`config.mk`:
```
export PLATFORM = sky130hd
export DESIGN_NAME = axi_lite_mem_responder_flat
export DESIGN_NICKNAME = d
export VERILOG_FILES = /design/src/rtl/axi_lite_mem_responder_pkg.sv /design/src/rtl/axi_lite_mem_responder_if.sv /design/src/rtl/axi_lite_chan_hold.sv /design/src/rtl/axi_lite_mem_responder.sv /design/src/flat_wrapper.sv
export SDC_FILE = /design/constraint.sdc
export NUM_CORES = 1
export LEC_CHECK = 0
export BUFFER_PORTS_ARGS = -buffer_cell sky130_fd_sc_hd__buf_2
export CORE_MARGIN = 1.5
export CORE_UTILIZATION = 41
export CTS_CLUSTER_SIZE = 8
export DETAILED_ROUTE_END_ITERATION = 10
export PLACE_DENSITY = 0.75
export SLEW_MARGIN = 20
export SYNTH_ARGS = -nofsm -noshare
export SYNTH_HDL_FRONTEND = slang
export SYNTH_HIERARCHICAL = 1
export SYNTH_SLANG_ARGS = --single-unit
export TNS_END_PERCENT = 5
```
`constraint.sdc`:
```
create_clock -name clk -period 7.05 [get_ports clk]
set_input_delay 0 -clock clk [delete_from_list [all_inputs] [get_ports clk]]
set_output_delay 0 -clock clk [all_outputs]
set_load 0.02 [all_outputs]
```
`src/rtl/axi_lite_mem_responder_pkg.sv`:
```
// Shared definitions for the AXI4-Lite memory responder.
// Holds the AXI response codes, the read/write priority encoding and the
// FSM state encoding. It also provides a helper that maps an address-window
// hit to its response code.
package axi_lite_mem_responder_pkg;

  localparam logic [1:0] RESP_OKAY   = 2'b00;
  localparam logic [1:0] RESP_SLVERR = 2'b10;

  // Priority bit: which side wins when a read and a write are both ready to go.
  localparam logic PRIO_WRITE = 1'b0;
  localparam logic PRIO_READ  = 1'b1;

  typedef enum logic [1:0] {
    ST_IDLE    = 2'd0,
    ST_RD_WAIT = 2'd1,
    ST_RD_RESP = 2'd2,
    ST_WR_RESP = 2'd3
  } state_e;

  function automatic logic [1:0] resp_for(input logic hit);
    return hit ? RESP_OKAY : RESP_SLVERR;
  endfunction

endpackage

```
`src/rtl/axi_lite_mem_responder_if.sv`:
```
// AXI4-Lite bus bundle between the core's data-port initiator and the
// memory responder.
// master modport: the initiator, which drives AR/AW/W and the R/B readies.
// slave modport: the responder, which drives the AR/AW/W readies and the R/B
// channels.
interface axi_lite_mem_responder_if;

  logic [31:0] araddr;
  logic        arvalid;
  logic        arready;
  logic [31:0] awaddr;
  logic        awvalid;
  logic        awready;
  logic [31:0] wdata;
  logic [3:0]  wstrb;
  logic        wvalid;
  logic        wready;
  logic [31:0] rdata;
  logic [1:0]  rresp;
  logic        rvalid;
  logic        rready;
  logic [1:0]  bresp;
  logic        bvalid;
  logic        bready;

  modport master (
    output araddr, arvalid, awaddr, awvalid, wdata, wstrb, wvalid, rready, bready,
    input  arready, awready, wready, rdata, rresp, rvalid, bresp, bvalid
  );

  modport slave (
    input  araddr, arvalid, awaddr, awvalid, wdata, wstrb, wvalid, rready, bready,
    output arready, awready, wready, rdata, rresp, rvalid, bresp, bvalid
  );

endinterface

```
`src/rtl/axi_lite_chan_hold.sv`:
```
// One-entry valid/ready capture register for a single AXI request channel.
// Ports:
//   clk, rstn      : clock and asynchronous active-low reset
//   accept_en      : gates ready; it is held low until the first clock after reset
//   valid/ready    : upstream handshake (ready = accept_en && !full)
//   data_in        : payload captured on the handshake
//   clr            : consumer has taken the payload, so the entry empties
//   full, data_out : holding state seen by the consumer
module axi_lite_chan_hold #(
  parameter int WIDTH = 32
) (
  input  logic             clk,
  input  logic             rstn,
  input  logic             accept_en,
  input  logic             valid,
  input  logic [WIDTH-1:0] data_in,
  input  logic             clr,
  output logic             ready,
  output logic             full,
  output logic [WIDTH-1:0] data_out
);

  logic             full_q, full_d;
  logic [WIDTH-1:0] data_q, data_d;

  assign ready    = accept_en && !full_q;
  assign full     = full_q;
  assign data_out = data_q;

  // Next-state for the entry: clear has priority; a handshake loads the payload.
  always_comb begin
    full_d = full_q;
    data_d = data_q;
    if (clr) begin
      full_d = 1'b0;
    end else if (valid && ready) begin
      full_d = 1'b1;
      data_d = data_in;
    end else begin
      full_d = full_q;
    end
  end

  // Holding register state.
  always_ff @(posedge clk or negedge rstn) begin
    if (!rstn) begin
      full_q <= 1'b0;
      data_q <= '0;
    end else begin
      full_q <= full_d;
      data_q <= data_d;
    end
  end

endmodule

```
`src/rtl/axi_lite_mem_responder.sv`:
```
// AXI4-Lite responder serving one synchronous single-port block RAM.
// AR, AW and W are each captured in their own hold register. An FSM then
// dispatches one access at a time onto the RAM port and returns the R or B
// response. Addresses outside the BASE_ADDR window get SLVERR and do not
// touch the RAM.
// Ports:
//   clk, rstn : clock and asynchronous active-low reset
//   axi       : AXI4-Lite slave side (AR/AW/W in, R/B out)
//   mem_*     : RAM port. mem_en and mem_we pulse for exactly one cycle per
//               dispatch. mem_rdata is valid the cycle after a read enable.
module axi_lite_mem_responder
  import axi_lite_mem_responder_pkg::*;
#(
  parameter int          MEM_ADDR_WIDTH = 15,
  parameter logic [31:0] BASE_ADDR      = 32'h0000_0000
) (
  input  logic                      clk,
  input  logic                      rstn,
  axi_lite_mem_responder_if.slave   axi,
  output logic                      mem_en,
  output logic [3:0]                mem_we,
  output logic [MEM_ADDR_WIDTH-1:0] mem_addr,
  output logic [31:0]               mem_wdata,
  input  logic [31:0]               mem_rdata
);

  localparam int TAG_LSB = MEM_ADDR_WIDTH + 2;

  // Address holds keep only addr[31:2], because byte offsets are ignored.
  logic [29:0] ar_addr_s, aw_addr_s;
  logic [35:0] w_payload_s;
  logic [31:0] w_data_s;
  logic [3:0]  w_strb_s;
  logic        ar_full_s, aw_full_s, w_full_s;
  logic        ar_clr_s, wr_clr_s;
  logic        ar_hit_s, aw_hit_s;
  logic        rd_pend_s, wr_pend_s;
  logic        unused_addr_bits_s;

  logic        accept_en_q;
  state_e      state_q, state_d;
  logic        prio_q, prio_d;
  logic        rvalid_q, rvalid_d;
  logic        bvalid_q, bvalid_d;
  logic [31:0] rdata_q, rdata_d;
  logic [1:0]  rresp_q, rresp_d;
  logic [1:0]  bresp_q, bresp_d;

  logic                      mem_en_s;
  logic [3:0]                mem_we_s;
  logic [MEM_ADDR_WIDTH-1:0] mem_addr_s;
  logic [31:0]               mem_wdata_s;

  // Tag compare of a stored word address against the window base.
  function automatic logic addr_hit(input logic [29:0] word_addr);
    return word_addr[29:MEM_ADDR_WIDTH] == BASE_ADDR[31:TAG_LSB];
  endfunction

  assign unused_addr_bits_s = ^{axi.araddr[1:0], axi.awaddr[1:0]};

  axi_lite_chan_hold #(.WIDTH(30)) u_ar_hold (
    .clk      (clk),
    .rstn     (rstn),
    .accept_en(accept_en_q),
    .valid    (axi.arvalid),
    .data_in  (axi.araddr[31:2]),
    .clr      (ar_clr_s),
    .ready    (axi.arready),
    .full     (ar_full_s),
    .data_out (ar_addr_s)
  );

  axi_lite_chan_hold #(.WIDTH(30)) u_aw_hold (
    .clk      (clk),
    .rstn     (rstn),
    .accept_en(accept_en_q),
    .valid    (axi.awvalid),
    .data_in  (axi.awaddr[31:2]),
    .clr      (wr_clr_s),
    .ready    (axi.awready),
    .full     (aw_full_s),
    .data_out (aw_addr_s)
  );

  axi_lite_chan_hold #(.WIDTH(36)) u_w_hold (
    .clk      (clk),
    .rstn     (rstn),
    .accept_en(accept_en_q),
    .valid    (axi.wvalid),
    .data_in  ({axi.wstrb, axi.wdata}),
    .clr      (wr_clr_s),
    .ready    (axi.wready),
    .full     (w_full_s),
    .data_out (w_payload_s)
  );

  assign w_strb_s  = w_payload_s[35:32];
  assign w_data_s  = w_payload_s[31:0];
  assign ar_hit_s  = addr_hit(ar_addr_s);
  assign aw_hit_s  = addr_hit(aw_addr_s);
  assign rd_pend_s = ar_full_s;
  assign wr_pend_s = aw_full_s && w_full_s;

  // FSM next-state, dispatch decode and response-register updates.
  always_comb begin
    state_d     = state_q;
    prio_d      = prio_q;
    rvalid_d    = rvalid_q;
    bvalid_d    = bvalid_q;
    rdata_d     = rdata_q;
    rresp_d     = rresp_q;
    bresp_d     = bresp_q;
    ar_clr_s    = 1'b0;
    wr_clr_s    = 1'b0;
    mem_en_s    = 1'b0;
    mem_we_s    = 4'b0000;
    mem_addr_s  = ar_addr_s[MEM_ADDR_WIDTH-1:0];
    mem_wdata_s = w_data_s;
    case (state_q)
      ST_IDLE: begin
        if (rd_pend_s && (!wr_pend_s || (prio_q == PRIO_READ))) begin
          ar_clr_s = 1'b1;
          if (ar_hit_s) begin
            mem_en_s = 1'b1;
            state_d  = ST_RD_WAIT;
          end else begin
            // A miss answers immediately with zero data and does not touch the RAM.
            rdata_d  = 32'h0000_0000;
            rresp_d  = RESP_SLVERR;
            rvalid_d = 1'b1;
            state_d  = ST_RD_RESP;
          end
        end else if (wr_pend_s) begin
          wr_clr_s   = 1'b1;
          mem_addr_s = aw_addr_s[MEM_ADDR_WIDTH-1:0];
          bresp_d    = resp_for(aw_hit_s);
          bvalid_d   = 1'b1;
          state_d    = ST_WR_RESP;
          if (aw_hit_s) begin
            mem_en_s = 1'b1;
            mem_we_s = w_strb_s;
          end else begin
            mem_en_s = 1'b0;
            mem_we_s = 4'b0000;
          end
        end else begin
          state_d = ST_IDLE;
        end
        // Alternate the winner only when both sides competed this cycle.
        if (rd_pend_s && wr_pend_s) begin
          prio_d = ~prio_q;
        end else begin
          prio_d = prio_q;
        end
      end
      ST_RD_WAIT: begin
        rdata_d  = mem_rdata;
        rresp_d  = RESP_OKAY;
        rvalid_d = 1'b1;
        state_d  = ST_RD_RESP;
      end
      ST_RD_RESP: begin
        if (axi.rready) begin
          rvalid_d = 1'b0;
          state_d  = ST_IDLE;
        end else begin
          state_d = ST_RD_RESP;
        end
      end
      ST_WR_RESP: begin
        if (axi.bready) begin
          bvalid_d = 1'b0;
          state_d  = ST_IDLE;
        end else begin
          state_d = ST_WR_RESP;
        end
      end
      default: begin
        state_d = ST_IDLE;
      end
    endcase
  end

  // FSM state, response channels and the post-reset ready enable.
  always_ff @(posedge clk or negedge rstn) begin
    if (!rstn) begin
      accept_en_q <= 1'b0;
      state_q     <= ST_IDLE;
      prio_q      <= PRIO_WRITE;
      rvalid_q    <= 1'b0;
      bvalid_q    <= 1'b0;
      rdata_q     <= 32'h0000_0000;
      rresp_q     <= RESP_OKAY;
      bresp_q     <= RESP_OKAY;
    end else begin
      accept_en_q <= 1'b1;
      state_q     <= state_d;
      prio_q      <= prio_d;
      rvalid_q    <= rvalid_d;
      bvalid_q    <= bvalid_d;
      rdata_q     <= rdata_d;
      rresp_q     <= rresp_d;
      bresp_q     <= bresp_d;
    end
  end

  assign axi.rvalid = rvalid_q;
  assign axi.rdata  = rdata_q;
  assign axi.rresp  = rresp_q;
  assign axi.bvalid = bvalid_q;
  assign axi.bresp  = bresp_q;

  // RAM controls are decoded from registered state only, so they cannot glitch on bus inputs.
  assign mem_en    = mem_en_s;
  assign mem_we    = mem_we_s;
  assign mem_addr  = mem_addr_s;
  assign mem_wdata = mem_wdata_s;

endmodule

```
`src/flat_wrapper.sv`:
```
// flat-port wrapper written by rule: the top's interface ports become plain ports
module axi_lite_mem_responder_flat import axi_lite_mem_responder_pkg::*;
#(
  parameter int          MEM_ADDR_WIDTH = 15,
  parameter logic [31:0] BASE_ADDR      = 32'h0000_0000
)
  (clk, rstn, mem_en, mem_we, mem_addr, mem_wdata, mem_rdata, axi_araddr, axi_arvalid, axi_awaddr, axi_awvalid, axi_wdata, axi_wstrb, axi_wvalid, axi_rready, axi_bready, axi_arready, axi_awready, axi_wready, axi_rdata, axi_rresp, axi_rvalid, axi_bresp, axi_bvalid);
  axi_lite_mem_responder_if axi_i ();
  input  logic clk;
  input  logic rstn;
  output logic mem_en;
  output logic [3:0] mem_we;
  output logic [MEM_ADDR_WIDTH-1:0] mem_addr;
  output logic [31:0] mem_wdata;
  input  logic [31:0] mem_rdata;
  input wire logic [$bits(axi_i.araddr)-1:0] axi_araddr;
  input wire logic [$bits(axi_i.arvalid)-1:0] axi_arvalid;
  input wire logic [$bits(axi_i.awaddr)-1:0] axi_awaddr;
  input wire logic [$bits(axi_i.awvalid)-1:0] axi_awvalid;
  input wire logic [$bits(axi_i.wdata)-1:0] axi_wdata;
  input wire logic [$bits(axi_i.wstrb)-1:0] axi_wstrb;
  input wire logic [$bits(axi_i.wvalid)-1:0] axi_wvalid;
  input wire logic [$bits(axi_i.rready)-1:0] axi_rready;
  input wire logic [$bits(axi_i.bready)-1:0] axi_bready;
  output wire logic [$bits(axi_i.arready)-1:0] axi_arready;
  output wire logic [$bits(axi_i.awready)-1:0] axi_awready;
  output wire logic [$bits(axi_i.wready)-1:0] axi_wready;
  output wire logic [$bits(axi_i.rdata)-1:0] axi_rdata;
  output wire logic [$bits(axi_i.rresp)-1:0] axi_rresp;
  output wire logic [$bits(axi_i.rvalid)-1:0] axi_rvalid;
  output wire logic [$bits(axi_i.bresp)-1:0] axi_bresp;
  output wire logic [$bits(axi_i.bvalid)-1:0] axi_bvalid;
  assign axi_i.araddr = axi_araddr;
  assign axi_i.arvalid = axi_arvalid;
  assign axi_i.awaddr = axi_awaddr;
  assign axi_i.awvalid = axi_awvalid;
  assign axi_i.wdata = axi_wdata;
  assign axi_i.wstrb = axi_wstrb;
  assign axi_i.wvalid = axi_wvalid;
  assign axi_i.rready = axi_rready;
  assign axi_i.bready = axi_bready;
  assign axi_arready = axi_i.arready;
  assign axi_awready = axi_i.awready;
  assign axi_wready = axi_i.wready;
  assign axi_rdata = axi_i.rdata;
  assign axi_rresp = axi_i.rresp;
  assign axi_rvalid = axi_i.rvalid;
  assign axi_bresp = axi_i.bresp;
  assign axi_bvalid = axi_i.bvalid;
  axi_lite_mem_responder #(.MEM_ADDR_WIDTH(MEM_ADDR_WIDTH), .BASE_ADDR(BASE_ADDR)) u_core (.clk(clk), .rstn(rstn), .axi(axi_i), .mem_en(mem_en), .mem_we(mem_we), .mem_addr(mem_addr), .mem_wdata(mem_wdata), .mem_rdata(mem_rdata));
endmodule
```
# [Word level (Yosys, flattened, before mapping)]
# Cells that the tools add are included.
[classes] n_eq_ne=9 muxes=44 bitwise_logic=4 n_reduce_logical=31
[op_table] cell="two-way mux 32 bit" n=2
[op_table] cell="one-hot mux 32 bit (2 select lines)" n=1
[op_table] cell="two-way mux 15 bit" n=3
[op_table] cell="logical NOT 15 bit" n=2
[op_table] cell="two-way mux 1 bit" n=22
[op_table] cell="two-way mux 2 bit" n=8
[op_table] cell="two-way mux 4 bit" n=4
[op_table] cell="nonzero test 2 bit" n=5
[op_table] cell="logical AND 1 bit" n=9
[op_table] cell="inequality test 2 bit, second input constant" n=4
[op_table] cell="one-hot mux 2 bit (4 select lines)" n=1
[op_table] cell="AND reduction 2 bit" n=4
[op_table] cell="AND reduction 4 bit" n=2
[op_table] cell="AND reduction 3 bit" n=2
[op_table] cell="== test 2 bit, second input constant" n=2
[op_table] cell="logical NOT 1 bit" n=4
[op_table] cell="inequality test 2 x 1 -> 1 bit, second input constant" n=2
[op_table] cell="NOT 1 bit" n=4
[op_table] cell="one-hot mux 2 bit (2 select lines)" n=1
[op_table] cell="one-hot mux 1 bit (3 select lines)" n=1
[op_table] cell="nonzero test 3 bit" n=1
[op_table] cell="== test 2 x 1 -> 1 bit, second input constant" n=1
[op_table] cell="logical NOT 2 bit" n=1
[op_table] cell="one-hot mux 1 bit (2 select lines)" n=1
[op_table] cell="logical OR 1 bit" n=1
[totals] reg_bits=141 output_inout_bits=93 word_cells=102

# [Logic depth before layout (Yosys ltp)]
# Gate-level depths: netlist of the first run.
[depth] depth_word=8 ltp_mapped=12 mapped_depth_nobuf=7

# [Hierarchy]
# The synthesis of the first run kept the hierarchy.
[by_module_without_submodules] mod="axi_lite_chan_hold at u_core.u_ar_hold ..." n_inst=2 cells_per_inst=68 area_each_um2=1317.5 seq_area_each_um2=775.7
[by_module_without_submodules] mod="axi_lite_mem_responder" n_inst=1 cells_per_inst=190 area_each_um2=1994.4 seq_area_each_um2=1001.0
[by_module_without_submodules] mod="axi_lite_chan_hold at u_core.u_w_hold" n_inst=1 cells_per_inst=81 area_each_um2=1544.0 seq_area_each_um2=925.9

# [Worst setup path before layout of the first run]
# No wires, ideal clock.
[synth_timing] kind="reg2reg" startpoint="register u_core.state_q[0]" endpoint="register u_core.u_w_hold.data_q[0], in the netlist u_core/u_w_hold/data_out[0]" setup_ns=0.125 t_arrival_ns=2.215 path_slack_ns=4.710 path_stages_with_launch=13 cell_sequence="dfrtp_1 > inv_1 > ha_1 > buf_4 > nand3_1 > nand2b_1 > buf_2 > inv_2 > buf_2 > and4bb_1 > buf_6 > buf_12 > mux2_4"
[synth_via] elab_chain_cells=4
[synth_lines] element="start: declaration" line="axi_lite_mem_responder.sv:41" source="state_e state_q, state_d;"
[synth_lines] element="start signal: assignment" line="axi_lite_mem_responder.sv:197" source="state_q <= state_d;"
[synth_lines] element="logical NOT 2 bit" line="axi_lite_mem_responder.sv:119" source="case (state_q)"
[synth_lines] element="two-way mux 1 bit" line="axi_lite_mem_responder.sv:119"
[synth_lines] element="named net u_core.wr_clr_s" line="axi_lite_mem_responder.sv:35" source="logic ar_clr_s, wr_clr_s;"
[synth_lines] element="NOT 1 bit (no line)"
[synth_lines] element="AND reduction 2 bit (no line)"
[synth_lines] element="end signal: assignment" line="axi_lite_chan_hold.sv:51" source="data_q <= data_d;"
[synth_lines] element="end: declaration" line="axi_lite_chan_hold.sv:24" source="logic [WIDTH-1:0] data_q, data_d;"
# The timed path passes the listed nets, and every way through them passes these cells.
# A chain may end at the register's enable or synchronous reset.

# [Worst setup path in the final report of the first run]
[layout_timing] startpoint="register u_core.state_q[0]" endpoint="register u_core.u_w_hold.data_q[29], in the netlist u_core/u_w_hold/data_out[29]"
[layout_via] elab_chain_cells=4
[layout_lines] element="logical NOT 2 bit" line="axi_lite_mem_responder.sv:119"
[layout_lines] element="two-way mux 1 bit" line="axi_lite_mem_responder.sv:119"
[layout_lines] element="NOT 1 bit (no line)"
[layout_lines] element="AND reduction 2 bit (no line)"
# No other way between the ends.

==> flow_summary.yaml, run 1 <==
run_status:
  status: "finished, violations left"
  violations: "design-rule violations"
finish:
  diodes: 0
  layout_common_cells: "buf_2 (224), dfrtp_1 (139), dlygate4sd3_1 (134)"
  utilization: 0.627
  drive_gt1_frac: 0.503
  syn_to_final_growth_pct: 48.7
  nets: 911
  mostFrequentLayoutCell: "buf_2"
drt:
  drtIter0Drc: 193
  drtPass1Iterations: 8
  drc_errors: 17
  wl_per_cell_um: 16.8
  drtAntennaViolNets: 0
  routed_wl_um: 16200
  vias_per_cell: 4.83
  vias: 4660
placed_design:
  port_buffers: 225
  place_ws_ns: 3.61
  dp_hpwl_um: 9440
  place_congestion: 0.797
logic_synthesis:
  synthCells: 407
  yosysTopAreaCell: "dfrtp_1"
  netlist_area_um2: 6170
  synthSimpleGateAreaFrac: 0.0673
  synth_top_family_by_area: "multiplexers"
  synth-seq-cells: 139
  yosys_warnings: 6
  synth_area_per_cell_um2: 15.2
  yosysSeqAreaShare: 0.563
  ys_types: 40
  synth_compound_area_frac: 0.0713
  synthAdderAreaFrac: 0.0101
  synth.mux.area_fraction: 0.233
  netlist_top_cells_area: "dfrtp_1 (56%), mux2_4 (22%), a22o_2 (4.9%)"
  synthXorXnorAreaFrac: 0.00142
  synth_top_area_share: 0.563
floorplan:
  dieArea_um2: 15800
  dieWidth_um: 126
  start_util: 0.422
  rows: 44
  fp.dieH_um: 126
  core_area_um2: 14600
  io_pins: 232
power:
  pwr-share-clk: 0.222
  p_per_area_nw_per_um2: 423
  p_leak_uw: 0.00463
  p_sw_uw: 1370
  cell_internal_pwr_uw: 2520
  switching_share: 0.352
  vdd_drop_max_mv: 0.216
  seqPwrFrac: 0.359
  comb_power_share: 0.419
  finalPower_uw: 3880
timing:
  skew_ns: 0.00781
  hold_viol: 0
  min_period_ns: 3.47
  rsz0062_at_grt: "no"
  finalCritPeriodShare: 0.492
  setup_ws_ns: 3.58
  finalSetupTns_ns: 0
  tightest_slew_ns: 0.970
  maxSlewViolCount: 0
  setup_viol: 0
  fmax_ghz: 0.288
  slew_headroom: 0.353
worst_setup_path:
  path_max_fanout: 36
  rrSetupSlack_ns: 3.58
  required_ns: 7.34
  crit_chain: "inv_1 > ha_1 > nand3_1 > nand2b_1 > inv_2 > and4bb_2 > buf_4 > mux2_2"
  cp_slowest_cell: "nand2b_1"
  crit_family: "simple AND/OR/NAND/NOR gates"
  crit_type: "flop to flop"
  endpoint_kind: "flop"
  worst-path-buf-inv: 3
  critPathMaxStageDelay_ns: 0.68
  setup.worst_path.start_class: "flop"
  crit_arrival_ns: 3.76
clock_tree:
  cts_root_buf: "clkbuf_16"
  cts_sinks: 139
  cts_tree: "done"
  cts_max_level: 4
  clkTransAtPathRegs_ns: 0.06
  cts_resized: 0
  clk_path_buf_depth: 2
  clk_latency_ns: 0.41
  cts_buffers: 17
job:
  drv_cap: 0
global_route:
  grt_max_degree: 77
  overflow: 0
  use_met2: 0.374
  antenna_found_initial: 0
  grt_pass1_vias: 5217
  gr-max-usage-layer: "met2"
  use_met1: 0.243
  grt_pass1_wl_um: 26300
  grt.total_usage: 0.212
  met3_usage: 0.0544
min_path:
  min_path_type: "input port to asynchronous set/reset pin"
[synth_stat cells (all sizes together)]
master     n
dfrtp    139
nand3      2
a21o       1
a22o      32
mux2      96
or4        1
clkbuf     1
a21oi      6
nor3       2
nor4       7
inv        7
a2111oi    1
buf       21
xnor2      1
nand2     51
conb       2
and2       4
nand2b     1
and2b      1
ha         5
a21boi     2
nand4      1
nor2       6
nor2b      4
mux2i      2
o211a      1
and4bb     3
and4       1
a31oi      2
o21ai      4
[cell families after synthesis]
kind of cell | count (synthesis)
flops | 139
simple gates | 84
other cells | 2
buf+inv | 29
fa+ha+maj | 5
xor+xnor | 1
compound gates | 49
mux | 98
[sequential cells by signal (all words and copies together) (netlist names)]
signal                     flops
u_core/accept_en_q             1
u_core/axi.bresp               1
u_core/axi.bvalid              1
u_core/axi.rdata              32
u_core/axi.rresp               1
u_core/axi.rvalid              1
u_core/prio_q                  1
u_core/state_q                 2
u_core/u_ar_hold/data_out     30
u_core/u_ar_hold/full          1
u_core/u_aw_hold/data_out     30
u_core/u_aw_hold/full          1
u_core/u_w_hold/data_out      36
u_core/u_w_hold/full           1
[what timing repair did]
item,CTS,global route
hold buffers,134,0
buffers inserted,0,0
endpoints found under the hold margin,197,0
[final cells by class]
class                           instances  area, um^2
Fill cell                            1065        5470
Sequential cell                       139        3480
Timing Repair Buffer                  362        2500
Multi-Input combinational cell        240        2380
Clock buffer                           20         447
Tap cell                              184         230
Clock inverter                         12         124
Inverter                                7        26.3
[per-layer routing]
metal / wire [um] / up-vias
met2: 8250 / 177
met3: 1030 / 35
met4: 391 / 0
met1: 6560 / 2292
li1: - / 2156
met5: 0 / -
[power by group through the flow]
| stage | Combinational, uW | Clock (uW) | Sequential [uW] |
|---|---|---|---|
| after floorplan | 1000 | 0 | 1550 |
| after global placement | 1510 | 0 | 1370 |
| after detailed placement | 1550 | 0 | 1400 |
| after CTS | 1620 | 885 | 1390 |
| after global routing | 1740 | 921 | 1440 |
| final | 1630 | 860 | 1400 |
[worst register-to-register path: cells and delay by family, from the launching register on]
family,cells,cell delay (ns)
adder cells (fa/ha/maj),1,0.31
buffers and inverters,3,0.98
flip-flops,1,0.37
multiplexers,1,0.46
AND/OR/NAND/NOR,3,1.23
[final timing paths]
check	start	cells past startpoint	to
hold reg to reg	u_core/axi.rdata[24]$_DFFE_PN0P_	1	u_core/axi.rdata[24]$_DFFE_PN0P_
hold / removal	rstn	2	u_core/u_ar_hold/data_out[9]$_DFFE_PN0P_
setup reg to reg	u_core/state_q[0]$_DFF_PN0_	8	u_core/u_w_hold/data_out[29]$_DFFE_PN0P_
setup / recovery	u_core/state_q[0]$_DFF_PN0_	8	u_core/u_w_hold/data_out[29]$_DFFE_PN0P_
max in group asynchronous	rstn	3	u_core/axi.rdata[13]$_DFFE_PN0P_
min in group clk	mem_rdata[31]	3	u_core/axi.rdata[31]$_DFFE_PN0P_
[metrics by stage]
stage / hold WS (ns) / std cells / cell area [um^2]
2_1_floorplan: -0.296 / 408 / 6180
3_3_place_gp: -0.000769 / 798 / 7270
3_5_place_dp: 0.0109 / 798 / 7270
4_1_cts: 0.129 / 964 / 9180
5_1_grt: 0.188 / 964 / 9180
6_report: 0.127 / 964 / 9180
Power figures use the tool's default switching activity.
==> run 2: changes to the inputs <==
==> constraint.sdc (replaced) <==
create_clock -name clk -period 3.44 [get_ports clk]
set_input_delay 0 -clock clk [delete_from_list [all_inputs] [get_ports clk]]
set_output_delay 0 -clock clk [all_outputs]
set_load 0.02 [all_outputs]
==> flow_summary.yaml, run 2 (synthesis gave the netlist of run 1 again) <==
timing:
  min_period_ns: 2.68
  maxSlewViolCount: 0
  finalSetupTns_ns: 0
  hold_viol: 0
  whs_ns: 0.0342
  tightest_slew_ns: 0.954
  skew_ns: 0.0106
  setup_viol: 0
  finalCritPeriodShare: 0.778
  rsz0062_at_grt: "no"
  setup_ws_ns: 0.765
  slew_headroom: 0.364
  fmax_ghz: 0.374
worst_setup_path:
  required_ns: 3.44
  timing.rr.start: "u_core/state_q[0]$_DFF_PN0_"
  endpoint_kind: "output port"
  startpoint: "u_core/state_q[0]$_DFF_PN0_"
  critPathMaxStageDelay_ns: 0.45
  crit_arrival_ns: 2.68
  crit_chain: "inv_1 > ha_1 > nand3_1 > nand2b_1 > inv_2 > and4_1 > and2_1 > buf_2"
  setup.worst_path.start_class: "flop"
  rrSetupSlack_ns: 0.82
  crit_end: "mem_we[1]"
  r2r-end: "u_core/u_w_hold/data_out[31]$_DFFE_PN0P_"
  reg2reg_depth: 8
  cp_slowest_cell: "and4_1"
  crit_type: "flop to output port"
  path_max_fanout: 20
drt:
  vias_per_cell: 4.81
  drtPass1Iterations: 7
  wl_per_cell_um: 17.1
  drtIter0Drc: 258
  routed_wl_um: 16500
  vias: 4639
  drc_errors: 17
  drtAntennaViolNets: 0
power:
  p_sw_uw: 2810
  p_per_area_nw_per_um2: 886
  finalPower_uw: 8190
  cell_internal_pwr_uw: 5390
  comb_power_share: 0.409
  p_leak_uw: 0.00466
  seqPwrFrac: 0.350
  pwr-share-clk: 0.241
  switching_share: 0.342
  vdd_drop_max_mv: 0.497
finish:
  nets: 911
  seq_area_um2: 3480
  largest_reg_flops: 36
  mostFrequentLayoutCell: "buf_2"
  utilization: 0.631
  multiInputGateArea_um2: 2380
  drive_gt1_frac: 0.503
  syn_to_final_growth_pct: 49.8
  fillCellCount: 1037
  layout_common_cells: "buf_2 (224), dfrtp_1 (139), dlygate4sd3_1 (133)"
run_status:
  violations: "design-rule violations"
  status: "finished, violations left"
clock_tree:
  clk_latency_ns: 0.41
  clk_path_buf_depth: 2
  clkTransAtPathRegs_ns: 0.05
  cts_root_buf: "clkbuf_16"
  cts_resized: 0
  cts_sinks: 139
  cts_max_level: 4
  cts_buffers: 17
  cts_tree: "done"
global_route:
  grt_pass1_wl_um: 26800
  grt_max_degree: 110
  grt.total_usage: 0.217
  overflow: 0
  grt_pass1_vias: 5156
  antenna_found_initial: 1
floorplan:
  io_pins: 232
  core_area_um2: 14600
  dieWidth_um: 126
  dieArea_um2: 15800
  start_util: 0.422
  rows: 44
  fp.dieH_um: 126
job:
  drv_cap: 0
placed_design:
  dp_hpwl_um: 9360
  port_buffers: 225
  place_congestion: 0.776
  place_ws_ns: 0.823
min_path:
  min_path_type: "input port to flop"
## run 2: cell types whose count changed in the layout (fill, tap and decap cells not counted)
cell           before  now
buf_4               3    4
diode_2             0    1
clkinvlp_4          1    2
clkinv_4            3    1
clkinv_2            6    2
dlygate4sd3_1     134  133
bufinv_16           2    5
inv_6               0    1
## run 2: stage by stage
step | instances | area, um^2
after detailed placement | 799 | 7270
after global routing | 964 | 9250
final | 964 | 9250
after CTS | 963 | 9250
after global placement | 799 | 7270
after floorplan | 408 | 6180
## run 2: layout make-up
type | instances | area share
diodes | 1 | 0.000271
clock inverters | 11 | 0.0208
repair buffers | 362 | 0.270
flip-flops and latches | 139 | 0.376
well taps | 184 | 0.0249
multi-input cells | 240 | 0.257
clock buffers | 20 | 0.0483
inverters | 7 | 0.00284
## run 2: power groups by stage
stage	combinational, uW	clock (uW)	sequential [uW]
global placement	3100	0	2810
finish	3350	1970	2870
CTS	3320	2020	2850
detailed placement	3180	0	2860
floorplan	2050	0	3180
global route	3570	2120	2960
## run 2: worst min path at each step
stage | start | endpoint | slack (ns) | cells past startpoint
CTS | axi_rready | u_core/state_q[1]$_DFF_PN0_ | 0.03 | 4
detailed placement | rstn | u_core/u_ar_hold/data_out[11]$_DFFE_PN0P_ | 0.19 | 1
floorplan | rstn | u_core/accept_en_q$_DFF_PN0_ | -0.30 | 0
global route | axi_rready | u_core/state_q[1]$_DFF_PN0_ | 0.07 | 4
global placement | rstn | u_core/u_ar_hold/data_out[12]$_DFFE_PN0P_ | 0.18 | 1
finish | axi_rready | u_core/state_q[1]$_DFF_PN0_ | 0.03 | 4
## run 2: critical path, delay by kind of cell, from the launching register on
family | cells | cell delay [ns]
adder cells (fa/ha/maj) | 1 | 0.32
flip-flops | 1 | 0.40
buffers and inverters | 3 | 0.59
AND/OR/NAND/NOR | 4 | 0.97
## run 2: per-layer routing
layer | GRT usage | vias up | routed length (um)
met5 | 0 | - | 0
met4 | 0.0862 | 0 | 350
met3 | 0.0612 | 34 | 1110
li1 | - | 2154 | -
met1 | 0.249 | 2261 | 6490
met2 | 0.383 | 190 | 8520
## run 2: repair_timing
action                                  CTS  global route
hold buffers                            133             0
endpoints found under the setup margin    0             0
hold endpoints to repair                241             0
setup buffers                             0             0
